==> src/rtl/ecap5_dproc_pkg.sv <==
// ---------------------------------------------------------------------------
// ecap5_dproc_pkg
// Shared definitions for the ecap5 dproc front end:
//   - fixed architectural addresses (boot, interrupt, debug entry)
//   - pc_gen state encoding
//   - redirect-cause encoding, ordered so that a larger value wins arbitration
//   - small arithmetic helper for sequential fetch
// ---------------------------------------------------------------------------
package ecap5_dproc_pkg;

    localparam logic [31:0] boot_address      = 32'h0000_0000;
    localparam logic [31:0] interrupt_address = 32'hFF00_000A;
    localparam logic [31:0] debug_address     = 32'hFF00_000B;

    typedef enum logic [1:0] {
        STATE_BOOT  = 2'd0,
        STATE_RUN   = 2'd1,
        STATE_DEBUG = 2'd2
    } pc_gen_state_t;

    // Numeric order is the arbitration order. DEBUG and DRET can never
    // compete (DEBUG only from RUN, DRET only from DEBUG), so a single
    // linear order covers both states.
    typedef enum logic [2:0] {
        CAUSE_NONE   = 3'd0,
        CAUSE_BRANCH = 3'd1,
        CAUSE_IRQ    = 3'd2,
        CAUSE_DEBUG  = 3'd3,
        CAUSE_DRET   = 3'd4
    } redirect_cause_t;

    // Next sequential fetch address; wraps modulo 2^32.
    function automatic logic [31:0] next_seq_pc(input logic [31:0] pc);
        return pc + 32'd4;
    endfunction

endpackage

==> src/rtl/pc_gen_if.sv <==
// ---------------------------------------------------------------------------
// pc_gen_if
// Fetch request handshake between pc_gen (master) and the fetch stage (slave).
//   valid_o : pc_o holds a fetch request      (master -> slave)
//   pc_o    : fetch address, 32 bits          (master -> slave)
//   ready_i : fetch stage accepts the request (slave  -> master)
// A transfer completes on a cycle where valid_o and ready_i are both 1.
// ---------------------------------------------------------------------------
interface pc_gen_if;
    logic        valid_o;
    logic        ready_i;
    logic [31:0] pc_o;

    modport master (output valid_o, output pc_o, input ready_i);
    modport slave  (input valid_o, input pc_o, output ready_i);
endinterface

==> src/rtl/pc_redirect_arb.sv <==
// ---------------------------------------------------------------------------
// pc_redirect_arb
// Chooses which redirect (if any) pc_gen applies this cycle and maintains the
// single-entry pending slot used while a request is stalled.
// Ports:
//   clk_i, rst_i       : clock, synchronous active-high reset
//   state              : current pc_gen state (events only count in RUN/DEBUG)
//   hold               : request presented but not accepted this cycle
//   branch_i/_target_i : branch redirect pulse and target
//   irq_i              : interrupt level (RUN only)
//   drq_i              : debug request level (RUN only, debug build)
//   dret_i/_target_i   : debug return pulse and resume address (debug build)
//   apply_cause/target : redirect to load into pc on the next edge
// Build option: ECAP5_DPROC_DEBUG_EN enables drq_i/dret_i handling.
// ---------------------------------------------------------------------------
module pc_redirect_arb
    import ecap5_dproc_pkg::*;
(
    input  logic            clk_i,
    input  logic            rst_i,
    input  pc_gen_state_t   state,
    input  logic            hold,
    input  logic            branch_i,
    input  logic [31:0]     branch_target_i,
    input  logic            irq_i,
    input  logic            drq_i,
    input  logic            dret_i,
    input  logic [31:0]     dret_target_i,
    output redirect_cause_t apply_cause,
    output logic [31:0]     apply_target
);

    redirect_cause_t new_cause_s;
    logic [31:0]     new_target_s;
    redirect_cause_t best_cause_s;
    logic [31:0]     best_target_s;
    redirect_cause_t pend_cause_next_s;
    logic [31:0]     pend_target_next_s;
    redirect_cause_t pend_cause_r;
    logic [31:0]     pend_target_r;

    // Low address bits are dropped by alignment; debug inputs are unused in
    // the default build.
    logic unused_s;
    assign unused_s = ^{branch_target_i[1:0], dret_target_i, drq_i, dret_i};

    // Highest-priority event arriving this cycle for the current state.
    always_comb begin
        new_cause_s  = CAUSE_NONE;
        new_target_s = 32'h0000_0000;
        case (state)
            STATE_RUN: begin
`ifdef ECAP5_DPROC_DEBUG_EN
                if (drq_i) begin
                    new_cause_s  = CAUSE_DEBUG;
                    new_target_s = debug_address;
                end else
`endif
                if (irq_i) begin
                    new_cause_s  = CAUSE_IRQ;
                    new_target_s = interrupt_address;
                end else if (branch_i) begin
                    new_cause_s  = CAUSE_BRANCH;
                    new_target_s = {branch_target_i[31:2], 2'b00};
                end else begin
                    new_cause_s  = CAUSE_NONE;
                    new_target_s = 32'h0000_0000;
                end
            end
`ifdef ECAP5_DPROC_DEBUG_EN
            STATE_DEBUG: begin
                if (dret_i) begin
                    new_cause_s  = CAUSE_DRET;
                    new_target_s = {dret_target_i[31:2], 2'b00};
                end else if (branch_i) begin
                    new_cause_s  = CAUSE_BRANCH;
                    new_target_s = {branch_target_i[31:2], 2'b00};
                end else begin
                    new_cause_s  = CAUSE_NONE;
                    new_target_s = 32'h0000_0000;
                end
            end
`endif
            default: begin
                new_cause_s  = CAUSE_NONE;
                new_target_s = 32'h0000_0000;
            end
        endcase
    end

    // A new event displaces the pending one only at equal or higher
    // priority; equal priority means the later event wins.
    always_comb begin
        best_cause_s  = pend_cause_r;
        best_target_s = pend_target_r;
        if ((new_cause_s != CAUSE_NONE) && (new_cause_s >= pend_cause_r)) begin
            best_cause_s  = new_cause_s;
            best_target_s = new_target_s;
        end else begin
            best_cause_s  = pend_cause_r;
            best_target_s = pend_target_r;
        end
    end

    // While stalled the winner parks in the slot; otherwise it is applied.
    always_comb begin
        apply_cause        = CAUSE_NONE;
        apply_target       = 32'h0000_0000;
        pend_cause_next_s  = CAUSE_NONE;
        pend_target_next_s = 32'h0000_0000;
        if (hold) begin
            pend_cause_next_s  = best_cause_s;
            pend_target_next_s = best_target_s;
        end else begin
            apply_cause  = best_cause_s;
            apply_target = best_target_s;
        end
    end

    // Pending redirect slot.
    always_ff @(posedge clk_i) begin
        if (rst_i) begin
            pend_cause_r  <= CAUSE_NONE;
            pend_target_r <= 32'h0000_0000;
        end else begin
            pend_cause_r  <= pend_cause_next_s;
            pend_target_r <= pend_target_next_s;
        end
    end

endmodule

==> src/rtl/pc_gen.sv <==
// ---------------------------------------------------------------------------
// pc_gen
// Program-counter generator: waits BOOT_DELAY cycles after reset, then issues
// fetch requests starting at boot_address, stepping by 4 per accepted request
// and honouring branch / interrupt / debug redirects.
// Parameters:
//   BOOT_DELAY : cycles spent in BOOT after reset release (default 2)
// Ports:
//   clk_i, rst_i            : clock, synchronous active-high reset
//   branch_i, branch_target_i
//   irq_i, drq_i            : interrupt / debug request levels
//   dret_i, dret_target_i   : debug return pulse and resume address
//   fetch                   : pc_gen_if.master (valid_o, ready_i, pc_o)
// Build option: define ECAP5_DPROC_DEBUG_EN to include the DEBUG state with
// drq_i and dret_i handling; without it those inputs are ignored.
// ---------------------------------------------------------------------------
module pc_gen
    import ecap5_dproc_pkg::*;
#(
    parameter int BOOT_DELAY = 2
) (
    input  logic        clk_i,
    input  logic        rst_i,
    input  logic        branch_i,
    input  logic [31:0] branch_target_i,
    input  logic        irq_i,
    input  logic        drq_i,
    input  logic        dret_i,
    input  logic [31:0] dret_target_i,
    pc_gen_if.master    fetch
);

    // A zero delay behaves like a single boot cycle.
    localparam int CNT_W    = (BOOT_DELAY > 1) ? $clog2(BOOT_DELAY) : 1;
    localparam int LAST_INT = (BOOT_DELAY > 0) ? (BOOT_DELAY - 1) : 0;
    localparam logic [CNT_W-1:0] LAST_CNT = CNT_W'(LAST_INT);

    pc_gen_state_t   state_r;
    logic [CNT_W-1:0] cnt_r;
    logic            valid_r;
    logic [31:0]     pc_r;
    logic            hold_s;
    logic            xfer_s;
    redirect_cause_t apply_cause_s;
    logic [31:0]     apply_target_s;

    assign fetch.valid_o = valid_r;
    assign fetch.pc_o    = pc_r;
    assign hold_s        = valid_r & ~fetch.ready_i;
    assign xfer_s        = valid_r & fetch.ready_i;

    pc_redirect_arb u_arb (
        .clk_i           (clk_i),
        .rst_i           (rst_i),
        .state           (state_r),
        .hold            (hold_s),
        .branch_i        (branch_i),
        .branch_target_i (branch_target_i),
        .irq_i           (irq_i),
        .drq_i           (drq_i),
        .dret_i          (dret_i),
        .dret_target_i   (dret_target_i),
        .apply_cause     (apply_cause_s),
        .apply_target    (apply_target_s)
    );

    // Main FSM with registered request outputs.
    always_ff @(posedge clk_i) begin
        if (rst_i) begin
            state_r <= STATE_BOOT;
            cnt_r   <= {CNT_W{1'b0}};
            valid_r <= 1'b0;
            pc_r    <= boot_address;
        end else begin
            case (state_r)
                STATE_BOOT: begin
                    pc_r <= boot_address;
                    if (cnt_r == LAST_CNT) begin
                        state_r <= STATE_RUN;
                        cnt_r   <= {CNT_W{1'b0}};
                        valid_r <= 1'b1;
                    end else begin
                        state_r <= STATE_BOOT;
                        cnt_r   <= cnt_r + CNT_W'(32'd1);
                        valid_r <= 1'b0;
                    end
                end
                STATE_RUN,
                STATE_DEBUG: begin
                    cnt_r <= {CNT_W{1'b0}};
                    if (apply_cause_s != CAUSE_NONE) begin
                        pc_r    <= apply_target_s;
                        valid_r <= 1'b1;
                        if (apply_cause_s == CAUSE_DEBUG) begin
                            state_r <= STATE_DEBUG;
                        end else if (apply_cause_s == CAUSE_DRET) begin
                            state_r <= STATE_RUN;
                        end else begin
                            state_r <= state_r;
                        end
                    end else if (xfer_s) begin
                        pc_r    <= next_seq_pc(pc_r);
                        valid_r <= 1'b1;
                        state_r <= state_r;
                    end else begin
                        // Stalled: request stays stable.
                        pc_r    <= pc_r;
                        valid_r <= valid_r;
                        state_r <= state_r;
                    end
                end
                default: begin
                    state_r <= STATE_BOOT;
                    cnt_r   <= {CNT_W{1'b0}};
                    valid_r <= 1'b0;
                    pc_r    <= boot_address;
                end
            endcase
        end
    end

endmodule

==> src/flat_wrapper.sv <==
// flat-port wrapper written by rule: the top's interface ports become plain ports
module pc_gen_flat import ecap5_dproc_pkg::*;
#(
    parameter int BOOT_DELAY = 2
)
  (clk_i, rst_i, branch_i, branch_target_i, irq_i, drq_i, dret_i, dret_target_i, fetch_valid_o, fetch_pc_o, fetch_ready_i);
  pc_gen_if fetch_i ();
  input  logic clk_i;
  input  logic rst_i;
  input  logic branch_i;
  input  logic [31:0] branch_target_i;
  input  logic irq_i;
  input  logic drq_i;
  input  logic dret_i;
  input  logic [31:0] dret_target_i;
  output wire logic [$bits(fetch_i.valid_o)-1:0] fetch_valid_o;
  output wire logic [$bits(fetch_i.pc_o)-1:0] fetch_pc_o;
  input wire logic [$bits(fetch_i.ready_i)-1:0] fetch_ready_i;
  assign fetch_valid_o = fetch_i.valid_o;
  assign fetch_pc_o = fetch_i.pc_o;
  assign fetch_i.ready_i = fetch_ready_i;
  pc_gen #(.BOOT_DELAY(BOOT_DELAY)) u_core (.clk_i(clk_i), .rst_i(rst_i), .branch_i(branch_i), .branch_target_i(branch_target_i), .irq_i(irq_i), .drq_i(drq_i), .dret_i(dret_i), .dret_target_i(dret_target_i), .fetch(fetch_i));
endmodule
==> config.mk <==
export PLATFORM = sky130hd
export DESIGN_NAME = pc_gen_flat
export DESIGN_NICKNAME = d
export VERILOG_FILES = /design/src/rtl/ecap5_dproc_pkg.sv /design/src/rtl/pc_gen_if.sv /design/src/rtl/pc_redirect_arb.sv /design/src/rtl/pc_gen.sv /design/src/flat_wrapper.sv
export SDC_FILE = /design/constraint.sdc
export NUM_CORES = 1
export LEC_CHECK = 0
export CAP_MARGIN = 5
export CELL_PAD_IN_SITES_DETAIL_PLACEMENT = 0
export CELL_PAD_IN_SITES_GLOBAL_PLACEMENT = 1
export CORE_AREA = 8 8 120 122
export DETAILED_ROUTE_END_ITERATION = 16
export DIE_AREA = 0 0 128 130
export GPL_TIMING_DRIVEN = 0
export HOLD_SLACK_MARGIN = 0.02
export PLACE_DENSITY = 0.79
export SETUP_SLACK_MARGIN = 0.15
export SLEW_MARGIN = 20
export SYNTH_ARGS = -nofsm -noshare
export SYNTH_HDL_FRONTEND = slang
export SYNTH_SLANG_ARGS = --single-unit
==> constraint.sdc <==
create_clock -name clk_i -period 4.85 [get_ports clk_i]
set_clock_uncertainty 0.2 [all_clocks]
set_input_delay 0.7275 -clock clk_i [delete_from_list [all_inputs] [get_ports clk_i]]
set_output_delay 0.7275 -clock clk_i [all_outputs]
set_load 0.03 [all_outputs]
-- Word-level counts from Yosys, hierarchy flattened
Cells that the tools add are included.
- register bits: 71
- memories: 0
- memory bits (read-only): 0
- input bits: 71
- RAM bits: 0
- latch bits: 0
- logic and storage cells: 53
- equality and inequality tests: 7
- bitwise gates (word level): 6
- reductions and logical operators: 10
- add/subtract/negate cells: 2
- magnitude comparators: 1
- divide/modulo/power cells: 0
- $mul: 0
- shift-type cells: 0
- muxes and demuxes: 21
- operator list (kind ; count):
    2-to-1 mux 32 bit ; 7
    adder 32 x 3 -> 32 bit, second input constant ; 1
    2-to-1 mux 3 bit ; 3
    2-to-1 mux 2 bit ; 4
    != test 3 x 1 -> 1 bit, second input constant ; 2
    nonzero test 3 bit ; 2
    OR reduction 2 bit ; 3
    2-to-1 mux 1 bit ; 5
    inverter 1 bit ; 4
    case mux 2 bit (2 select lines) ; 1
    == test 3 x 2 -> 1 bit, second input constant ; 1
    == test 3 bit, second input constant ; 1
    greater-or-equal comparator 3 bit ; 1
    OR reduction 3 bit ; 1
    bitwise AND 1 bit ; 2
    == test 2 x 1 -> 1 bit, second input constant ; 1
    == test 2 bit, second input constant ; 1
    zero test 2 bit ; 1
    != test 2 x 1 -> 1 bit, second input constant ; 1
    case mux 1 bit (2 select lines) ; 1
    AND reduction 2 bit ; 1
    nonzero test 2 bit ; 1
    adder 1 bit, second input constant ; 1
    logical AND 1 bit ; 1

-- Logic depth before layout (Yosys ltp)
Gate-level depths: netlist of run 1.
- depth in word-level cells: 12
- mapped depth: 15
- depth with buffers taken out: 11

-- Hierarchy
Synthesis of run 1 repeated with hierarchy kept, for this count alone.
- cells, all modules: 503
- area, all modules: 3901.2 um^2
- modules (own cells, without submodules) (module ; area each (um^2) ; instances ; cells an instance):
    pc_redirect_arb ; 1998.2 ; 1 ; 272
    pc_gen ; 1903.1 ; 1 ; 231

-- Worst setup path before layout of run 1
Ideal clock, no wire load.
- path type: in2reg
- start point: in irq_i
- end point: reg u_core.pc_r[22], in the netlist u_core.fetch.pc_o[22]
- data arrival time: 3253 ps
- setup time: 122 ps
- path slack: 1275 ps
- stages: 12
- cell sequence: and3b_1 -> clkbuf_1 -> inv_1 -> ha_1 -> nand2b_1 -> clkbuf_1 -> a2111oi_2 -> nor2_1 -> clkbuf_1 -> buf_2 -> a211oi_1 -> nor3_1
- cells in the longest elaborated chain, start to end: 8
- elaborated cells between the ends (all ways): 14
- classes of those cells: 1 x order compare; 9 x mux; 4 x reduce/logical
- RTL lines (item ; RTL line ; text):
    start: declaration ; flat_wrapper.sv:12 ; input logic irq_i;
    2-to-1 mux 2 bit ; pc_redirect_arb.sv:59 ; if (irq_i) begin
    2-to-1 mux 3 bit ; pc_redirect_arb.sv:51 ; case (state)
    greater-or-equal comparator 3 bit / nonzero test 3 bit (equally long branches) ; pc_redirect_arb.sv:96 ; if ((new_cause_s != CAUSE_NONE) && (new_cause_s >= pend_cause_r)) begin
    logical AND 1 bit ; pc_redirect_arb.sv:96 ;
    2-to-1 mux 3 bit ; pc_redirect_arb.sv:96 ;
    2-to-1 mux 3 bit ; pc_redirect_arb.sv:111 ; if (hold) begin
    nonzero test 3 bit ; pc_gen.sv:91 ; if (apply_cause_s != CAUSE_NONE) begin
    2-to-1 mux 32 bit / nonzero test 2 bit (equally long branches) ; -- ;
    end signal: assignment ; pc_gen.sv:92 ; pc_r <= apply_target_s;
    end signal: assignment ; pc_gen.sv:102 ; pc_r <= next_seq_pc(pc_r);
    end signal: assignment ; pc_gen.sv:107 ; pc_r <= pc_r;
    end: declaration ; pc_gen.sv:41 ; logic [31:0] pc_r;
Parallel ways exist; a longest one is shown, timed or not.
A chain may end at the register's enable or synchronous reset.

-- Final worst setup path of run 1
- start point: in irq_i
- end point: reg u_core.pc_r[27], in the netlist u_core.fetch.pc_o[27]
Same word-level chain as after synthesis.

==> results.md, run 1 <==
- The run finished with clean final reports.
- After legalization and detailed placement, the total HPWL measured 10,000 um.
- The tool flagged a number of max-cap violations equal to 0.
- The maximum level of the CTS H-tree is 3.
- The number of setup violations in the final report is 0.
- The remaining antenna violation count is 0.
- The number of buffers between clock root and the deepest sink is 2.
- The worst hold path endpoint is u_core.cnt_r$_SDFF_PP0_.
- In this design, the critical path's most frequently occurring cell is sky130_fd_sc_hd__clkbuf_1.
- The slew at the pin with the worst max-slew slack is 0.625 ns.
- Each instance of the synthesized netlist takes up on average 7.85 um2.
- The proportion of total power due to net switching is 0.308.
- After clock tree synthesis, the clock-pin slew on the worst setup and hold paths is 0.06 ns.
- The logic gate share of total power is 0.210.
- Entering global routing, the biggest net connects 13 pins.
- The number of buffers and inverters on the critical path is 5.
- Along the worst hold path, the cell count comes to 1.
- The internal power of the cells totals 1170 uW.
- Hold repair after CTS inserted 0 buffers.
- The die is ~130 um wide.
- In this run, synthesis produced a sequential element count of 71.
- The layout has 1,313 filler cells.
- The number of global-route vias before repair is 3,668.
- The worst setup path is captured at a register.
- On the critical path, the stage with the largest delay is an instance of sky130_fd_sc_hd__clkdlybuf4s50_1.
- Across all register-to-register paths, the minimum setup slack is 0.79 ns.
- Across the VDD grid, the largest voltage drop is 0.154 mV.
- The weighted congestion reported at the end of routability-driven placement is about 0.87.
- The insertion delay to the later sink of the worst-skew pair is ~0.34 ns.
- The critical path goes through clkdlybuf4s50_1 -> and3b_1 -> clkbuf_1 -> inv_1 -> ha_1 -> nand2b_1 -> clkbuf_1 -> a2111o_1 -> clkbuf_1 -> o21ai_2 -> nor2_1 -> and3_2 -> nor4_1.
- The critical path in this run is classified as primary input to register.
- The TritonCTS buffer count is 9.
- Timing would allow up to 226 MHz.
- For the finished layout, the period the worst path requires is 4.43 ns.
- The most area-hungry cell type in the Yosys netlist is sky130_fd_sc_hd__dfxtp_1.
- By area the synthesized netlist is led by sky130_fd_sc_hd__dfxtp_1 (39%), sky130_fd_sc_hd__a21oi_1 (6.0%), sky130_fd_sc_hd__nor2_1 (5.6%).
- The startpoint kind of the worst setup timing path is a primary input.
- In the finished design, the share of the clock period the worst path needs comes to 0.914.
- The total die area is approximately 17,000 um2.
- From synthesis to final layout, the design area changed by 33.7%.
- Wires add up to 13,500 um.
- The global route total overflow is 0.
- The post-route core utilization is 0.392.
- For this block, the initial DRC count from the detailed router was ~360.
- The detailed-router iteration count before antenna repair is 5.
- The most frequently used flop master after synthesis is sky130_fd_sc_hd__dfxtp_1.
- The startpoint of the worst register-to-register path is u_core.state_r[0]$_SDFFE_PP0P_.
- The normalized max-slew margin is 0.583.
- The total DRC errors in the routed layout is 0.
- The number of antenna violations at the first check in global routing is 0.
- The total nets after synthesis is 540.
- The via count is 3,956.
- The finished cells cover 4870 um2.
- The height of the chip is 130 um.
- The post-detailed-route wirelength per cell is around 19 um.
- The worst-path maximum fanout is 10.
- TritonCTS built the clock tree.
- The share of the yosys chip area belonging to registers is 0.390.
- In the synthesized netlist the async set-or-reset flop fraction comes to 0.
- The initial utilization of the core area, before any placement, comes to 0.293.
- Of the cells placed in the final design, the portion with a size suffix greater than 1 is 0.0714.
- The hold violation count in the final report was 0.
- The region available for standard cell placement spans 12,400 um2.
- Setup repair after global routing left no endpoint under its margin.
- The share of total power dissipated in the clock network is 0.434.
- During synthesis, Yosys emitted a total of 0 warnings.
- 0 antenna diodes ended up in the layout.
- The launch instance of the worst min-delay path is u_core.cnt_r$_SDFF_PP0_.
- Data on the critical path is required at its endpoint by a little under 5 ns.
- Measured in cells, the most critical reg-to-reg path has a length of 13.
- The library cell used as clock root buffer is sky130_fd_sc_hd__clkbuf_16.
- The number of input and output port buffers inserted is 67.
- For this design the static power due to leakage is approximately 0.0016 uW.
- The I/O pin count is between 100 and 150.
- In the global route stage, overall resource usage came out at 0.161.
- On the worst path, the slowest cell contributes a delay of ~0.53 ns.
- Summed over all nets, the switching power comes to 520 uW.
- STA puts the critical path data arrival time at 4.47 ns.
- The wire length of the first global-routing pass is 20,600 um.
- After floorplanning, the core was divided into 41 placement rows.
- The via-per-instance ratio is 5.51.
- The total power density per cell area is 346 nW/um2.
- The number of different library cells used by synthesis comes to 65.
- The endpoint identified for the worst register-to-register timing path is u_core.fetch.pc_o[27]$_SDFFE_PP0P_.
- The critical path crosses 13 cells after its start point.
- Of the post-synthesis cell area, the dominant cell type holds 0.390.
- The clock net sink count is 71.
- The worst hold path belongs to the class register to register.
- The final layout contains 618 nets.
- Grouping stages by cell kind, the critical path spends the most delay in buffers and inverters.
- Synthesis produced approximately 460 cells.
- The synthesized area is ~3600 um2.
- The number of flops mapped to enable cells by yosys is 0.
- The standard cell area after detailed placement is approximately 4500 um2.
- The sequential group share of total power is 0.356.
- The number of pins exceeding their max-slew limit in the final report is 0.
-- how the worst max path moves through the flow --
stage | slack, ns | end | startpoint
finish | 0.42 | u_core.fetch.pc_o[27]$_SDFFE_PP0P_ | irq_i
detailed placement | -0.22 | u_core.fetch.pc_o[13]$_SDFFE_PP0P_ | irq_i
global route | 0.19 | u_core.fetch.pc_o[23]$_SDFFE_PP0P_ | irq_i
floorplan | 1.28 | u_core.fetch.pc_o[22]$_SDFFE_PP0P_ | irq_i
CTS | 0.16 | u_core.fetch.pc_o[17]$_SDFFE_PP0P_ | irq_i
global placement | -0.20 | u_core.fetch.pc_o[13]$_SDFFE_PP0P_ | irq_i
-- power by group through the flow --
stage	clock (uW)	sequential [uW]	combinational, uW
after detailed placement	0	613	344
final	731	601	354
after global routing	763	602	379
after floorplan	0	621	195
after global placement	0	613	344
after CTS	736	601	347
-- stage by stage --
step                TNS, ns  hold slack [ns]  std cells  power [uW]  setup slack (ns)
global placement      -2.48            0.204        703         957            -0.205
global route              0            0.239        718        1740             0.194
detailed placement    -2.66            0.211        703         958            -0.217
floorplan                 0            0.195        464         816              1.28
CTS                       0            0.220        718        1680             0.164
finish                    0            0.220        718        1690             0.415
-- state kept, by name, summed over array words and instances, names as in the netlist --
name / flops
u_core.u_arb.pend_cause_r: 3
u_core.cnt_r: 1
u_core.state_r: 2
u_core.fetch.valid_o: 1
u_core.fetch.pc_o: 32
u_core.u_arb.pend_target_r: 32
-- layout by cell type, fill, tap and decap left out, drive strengths merged, types with 5 or more instances in the layout --
cell type / count
nor3: 12
a21oi: 44
nand3: 24
a31oi: 7
dfxtp: 71
clkbuf: 43
and2: 10
clkdlybuf4s50: 67
a21boi: 6
o21ai: 32
nand4: 16
nor2: 54
ha: 5
o221a: 6
and3: 11
inv: 12
a22oi: 5
o22ai: 5
a211oi: 11
nand2: 34
-- final cells by class --
cell class | instances | area (um2) | area share
buffer | 36 | 149 | 0.0306
clock inverter | 5 | 81.3 | 0.0167
timing repair buffer | 67 | 671 | 0.138
clock buffer | 10 | 239 | 0.0491
inverter | 12 | 45.0 | 0.00925
sequential | 71 | 1420 | 0.292
multi-input combinational | 345 | 2050 | 0.420
tap | 172 | 215 | 0.0442
-- cell usage after synthesis, types with 6 or more instances --
library cell and n:
sky130_fd_sc_hd__a21boi_0 6, sky130_fd_sc_hd__nand4_1 15, sky130_fd_sc_hd__dfxtp_1 71, sky130_fd_sc_hd__and3_1 10, sky130_fd_sc_hd__and2_1 10, sky130_fd_sc_hd__inv_1 11, sky130_fd_sc_hd__nor2_1 54, sky130_fd_sc_hd__clkbuf_1 33
sky130_fd_sc_hd__a31oi_1 7, sky130_fd_sc_hd__a211oi_1 11, sky130_fd_sc_hd__nand3_1 23, sky130_fd_sc_hd__nor3_1 11, sky130_fd_sc_hd__o21ai_0 31, sky130_fd_sc_hd__o221a_2 6, sky130_fd_sc_hd__nand2_1 34, sky130_fd_sc_hd__a21oi_1 44
-- repair_timing --
action | in CTS | in global routing
endpoints found under the setup margin | 2 | 27
buffers inserted | 0 | 0
resized for setup | 1 | 8
-- per-layer routing --
layer	vias up	GRT usage	routed length, um
li1	1870	-	-
met1	1911	0.205	6080
met2	160	0.264	6320
met3	15	0.0367	920
met4	0	0.0531	178
met5	-	0	0
-- cells by family (layout without fill, tap and decap cells) --
family / after synthesis / after routing / share of synthesized area
compound gates: 153 / 153 / 0.279
fa+ha+maj: 5 / 5 / 0.0172
buf+inv: 48 / 130 / 0.0519
flops: 71 / 71 / 0.390
simple gates: 187 / 187 / 0.262
Power figures use the tool's default switching activity.
==> inputs of run 2 (changes only) <==
Settings changed: CORE_AREA 8 8 120 122 to 2 2 114 116, DIE_AREA 0 0 128 130 to 0 0 116 118, PLACE_DENSITY 0.79 to 0.75.
==> run 2 against run 1 <==
Against the previous run:
- sequential power hardly changed
- power is 0.60% higher
- routed wire length is 0.89% lower
- critical path type unchanged
- highest routed layer unchanged
==> results.md, run 2 (same netlist as run 1, synthesis figures left out) <==
- Summed over all cells, the static leakage comes to 0.00162 uW.
- After detailed routing, the average wire length per cell comes to between 15 and 20 um.
- The number of global-route vias before repair is 3,799.
- The first global-routing pass estimated just over 20,000 um of wire.
- The slew at the pin with the worst max-slew slack is 0.709 ns.
- The die is 116 um wide.
- Across all setup checks in the final design, the least slack found is roughly 0.46 ns.
- Compared with the post-synthesis result, the final layout area differs by 33.8%.
- The number of setup violations in the final report is 0.
- Measured along the y axis, the die boundary spans 118 um.
- For the worst setup path, the data required time is 4.94 ns.
- For this block, the initial DRC count from the detailed router was 307.
- The pre-antenna-repair detailed-routing pass consisted of 5 iterations.
- The most common cell after layout, fill and taps aside is sky130_fd_sc_hd__dfxtp_1.
- The normalized max-slew margin is 0.527.
- In this run the critical register-to-register path is captured at u_core.fetch.pc_o[23]$_SDFFE_PP0P_.
- The detailed-placement wirelength estimate is 9740 um.
- In the layout the commonest cells are sky130_fd_sc_hd__dfxtp_1 (71), sky130_fd_sc_hd__clkdlybuf4s50_1 (67), sky130_fd_sc_hd__nor2_1 (54).
- Timing analysis after detailed placement gives a worst setup slack of -0.213 ns.
- The die covers 13,700 um2.
- The flip-flop and latch area is around 1400 um2.
- The final critical-path share of the clock period is 0.905.
- The overall routed net length is 13,400 um.
- STA puts the critical path data arrival time at 4.48 ns.
- Across the run, the number of max-cap violations was 0.
- In the routed design, unresolved DRC markers number 0.
- The effective utilization at floorplan is 0.293.
- The most critical setup path has its startpoint at irq_i.
- Global routing finished with a remaining overflow of 0.
- The layout has 1,325 filler cells.
- The floorplan has 41 rows.
- The CTS clock-pin slew for the worst setup and hold paths is 0.06 ns.
- The flow ran to the end, and the final reports show no timing, DRC or antenna violations.
- The number of antenna violations at the first check in global routing came to 0.
- Measured in cells, the most critical reg-to-reg path has a length of 13.
- The floorplan step defined a core boundary enclosing roughly 12,000 um2.
- The remaining antenna violation count is 0.
- The net count of the finished layout is 618.
- The hold violation count in the final report is 0.
- After clock tree synthesis, the flow added hold-fix buffers numbering 0.
- Following the worst setup path forward leads to its endpoint at u_core.fetch.pc_o[23]$_SDFFE_PP0P_.
- Power spread over the standard cell area amounts to 348 nW/um2.
- The number of pins exceeding their max-slew limit in the final report is 0.
- Once the clock tree was built, the setup fixing pass inserted 0 buffers.
- Port buffering added between 60 and 70 buffers.
- The maximum level of the CTS H-tree is 3.
- The critical path is of the primary input to register type.
- The fmax is 228 MHz.
- Entering global routing, the biggest net connects 12 pins.
- The number of placed cells counting well taps is 703.
- The TritonCTS clock tree is built.
- The clock net sink count is 71.
- The TritonCTS buffer count is 9.
- STA classifies the critical path endpoint as a register.
- The final instance count without filler cells is 719.
- Hold is met by 0.218 ns.
- The class of the worst hold path is register to register.
- Setup repair after global routing left no endpoint under its margin.
- The antenna diode instance count is 0.
- No sink is reached through more buffers than the 2 on the longest clock path.
- In the final layout, the share of cells above drive strength 1 is 0.0695.
- The area of combinational cells with multiple inputs is 2050 um2.
- The maximum vdd drop is 0.184 mV.
- In this run the critical register-to-register path is launched from u_core.state_r[0]$_SDFFE_PP0P_.
- The via count is just under 4,000.
- Dividing the detail-routed via count by the number of cells gives 5.50.
- The worst setup slack for register-to-register paths is 0.85 ns.
- The I/O pin count is 104.
- For this run, the total global-route usage over all layers was measured as 0.199.
- The worst-path maximum fanout is 10.
- The minimum clock period after layout is 4.39 ns.
- The tree is rooted in a sky130_fd_sc_hd__clkbuf_16.
- The insertion delay to the later sink of the worst-skew pair is 0.34 ns.
- The startpoint kind of the worst setup timing path is a primary input.
- The weighted congestion reported at the end of routability-driven placement is 0.867.
run 2: how the worst min path moves through the flow:
stage / start / endpoint / slack [ns] / cells after the start
after floorplan: u_core.cnt_r$_SDFF_PP0_ / u_core.cnt_r$_SDFF_PP0_ / 0.20 / 1
after global placement: u_core.cnt_r$_SDFF_PP0_ / u_core.cnt_r$_SDFF_PP0_ / 0.21 / 1
after detailed placement: u_core.cnt_r$_SDFF_PP0_ / u_core.cnt_r$_SDFF_PP0_ / 0.21 / 1
after CTS: u_core.cnt_r$_SDFF_PP0_ / u_core.cnt_r$_SDFF_PP0_ / 0.22 / 1
after global routing: u_core.cnt_r$_SDFF_PP0_ / u_core.cnt_r$_SDFF_PP0_ / 0.23 / 1
final: u_core.cnt_r$_SDFF_PP0_ / u_core.cnt_r$_SDFF_PP0_ / 0.22 / 1
run 2: what timing repair did:
item | CTS | global route
setup endpoints to repair | 1 | 29
resized for setup | 1 | 8
pin swaps | 0 | 0
run 2: cell type report:
type / count / area share
clock inverters: 3 / 0.0134
well taps: 172 / 0.0442
multi-input cells: 345 / 0.420
flip-flops and latches: 71 / 0.292
plain buffers: 36 / 0.0306
inverters: 12 / 0.00924
repair buffers: 67 / 0.138
clock buffers: 13 / 0.0534
run 2: metrics by stage:
stage,total power [uW],setup TNS [ns],instance area [um2],util
finish,1700,0,4870,0.393
global route,1760,0,4870,0.393
CTS,1700,0,4850,0.391
detailed placement,962,-2.30,4530,0.365
global placement,959,-2.13,4530,0.365
floorplan,816,0,3640,-
run 2: metal layers:
| layer | vias up | track usage | part of all wire |
|---|---|---|---|
| met3 | 22 | 0.0355 | 0.067 |
| met5 | - | 0 | 0 |
| met2 | 148 | 0.313 | 0.46 |
| met4 | 0 | 0.0685 | 0.022 |
| met1 | 1918 | 0.274 | 0.46 |
| li1 | 1866 | - | - |
run 2: worst max-delay path: stages:
cell and delay [ns]:
sky130_fd_sc_hd__clkdlybuf4s50_1 0.53, sky130_fd_sc_hd__and3b_1 0.27, sky130_fd_sc_hd__clkbuf_1 0.38, sky130_fd_sc_hd__inv_1 0.09, sky130_fd_sc_hd__ha_1 0.27, sky130_fd_sc_hd__nand2b_1 0.13, sky130_fd_sc_hd__clkbuf_1 0.20, sky130_fd_sc_hd__o211a_1 0.19
sky130_fd_sc_hd__nor2_1 0.31, sky130_fd_sc_hd__clkbuf_1 0.51, sky130_fd_sc_hd__a21boi_0 0.32, sky130_fd_sc_hd__a221oi_1 0.37, sky130_fd_sc_hd__o21a_1 0.16
run 2: power breakdown:
group	total (uW)	switching (uW)	internal, uW	leakage, uW
Combinational	358	246	111	0.000885
Sequential	601	8.57	592	0.000573
Clock	738	259	478	0.000160
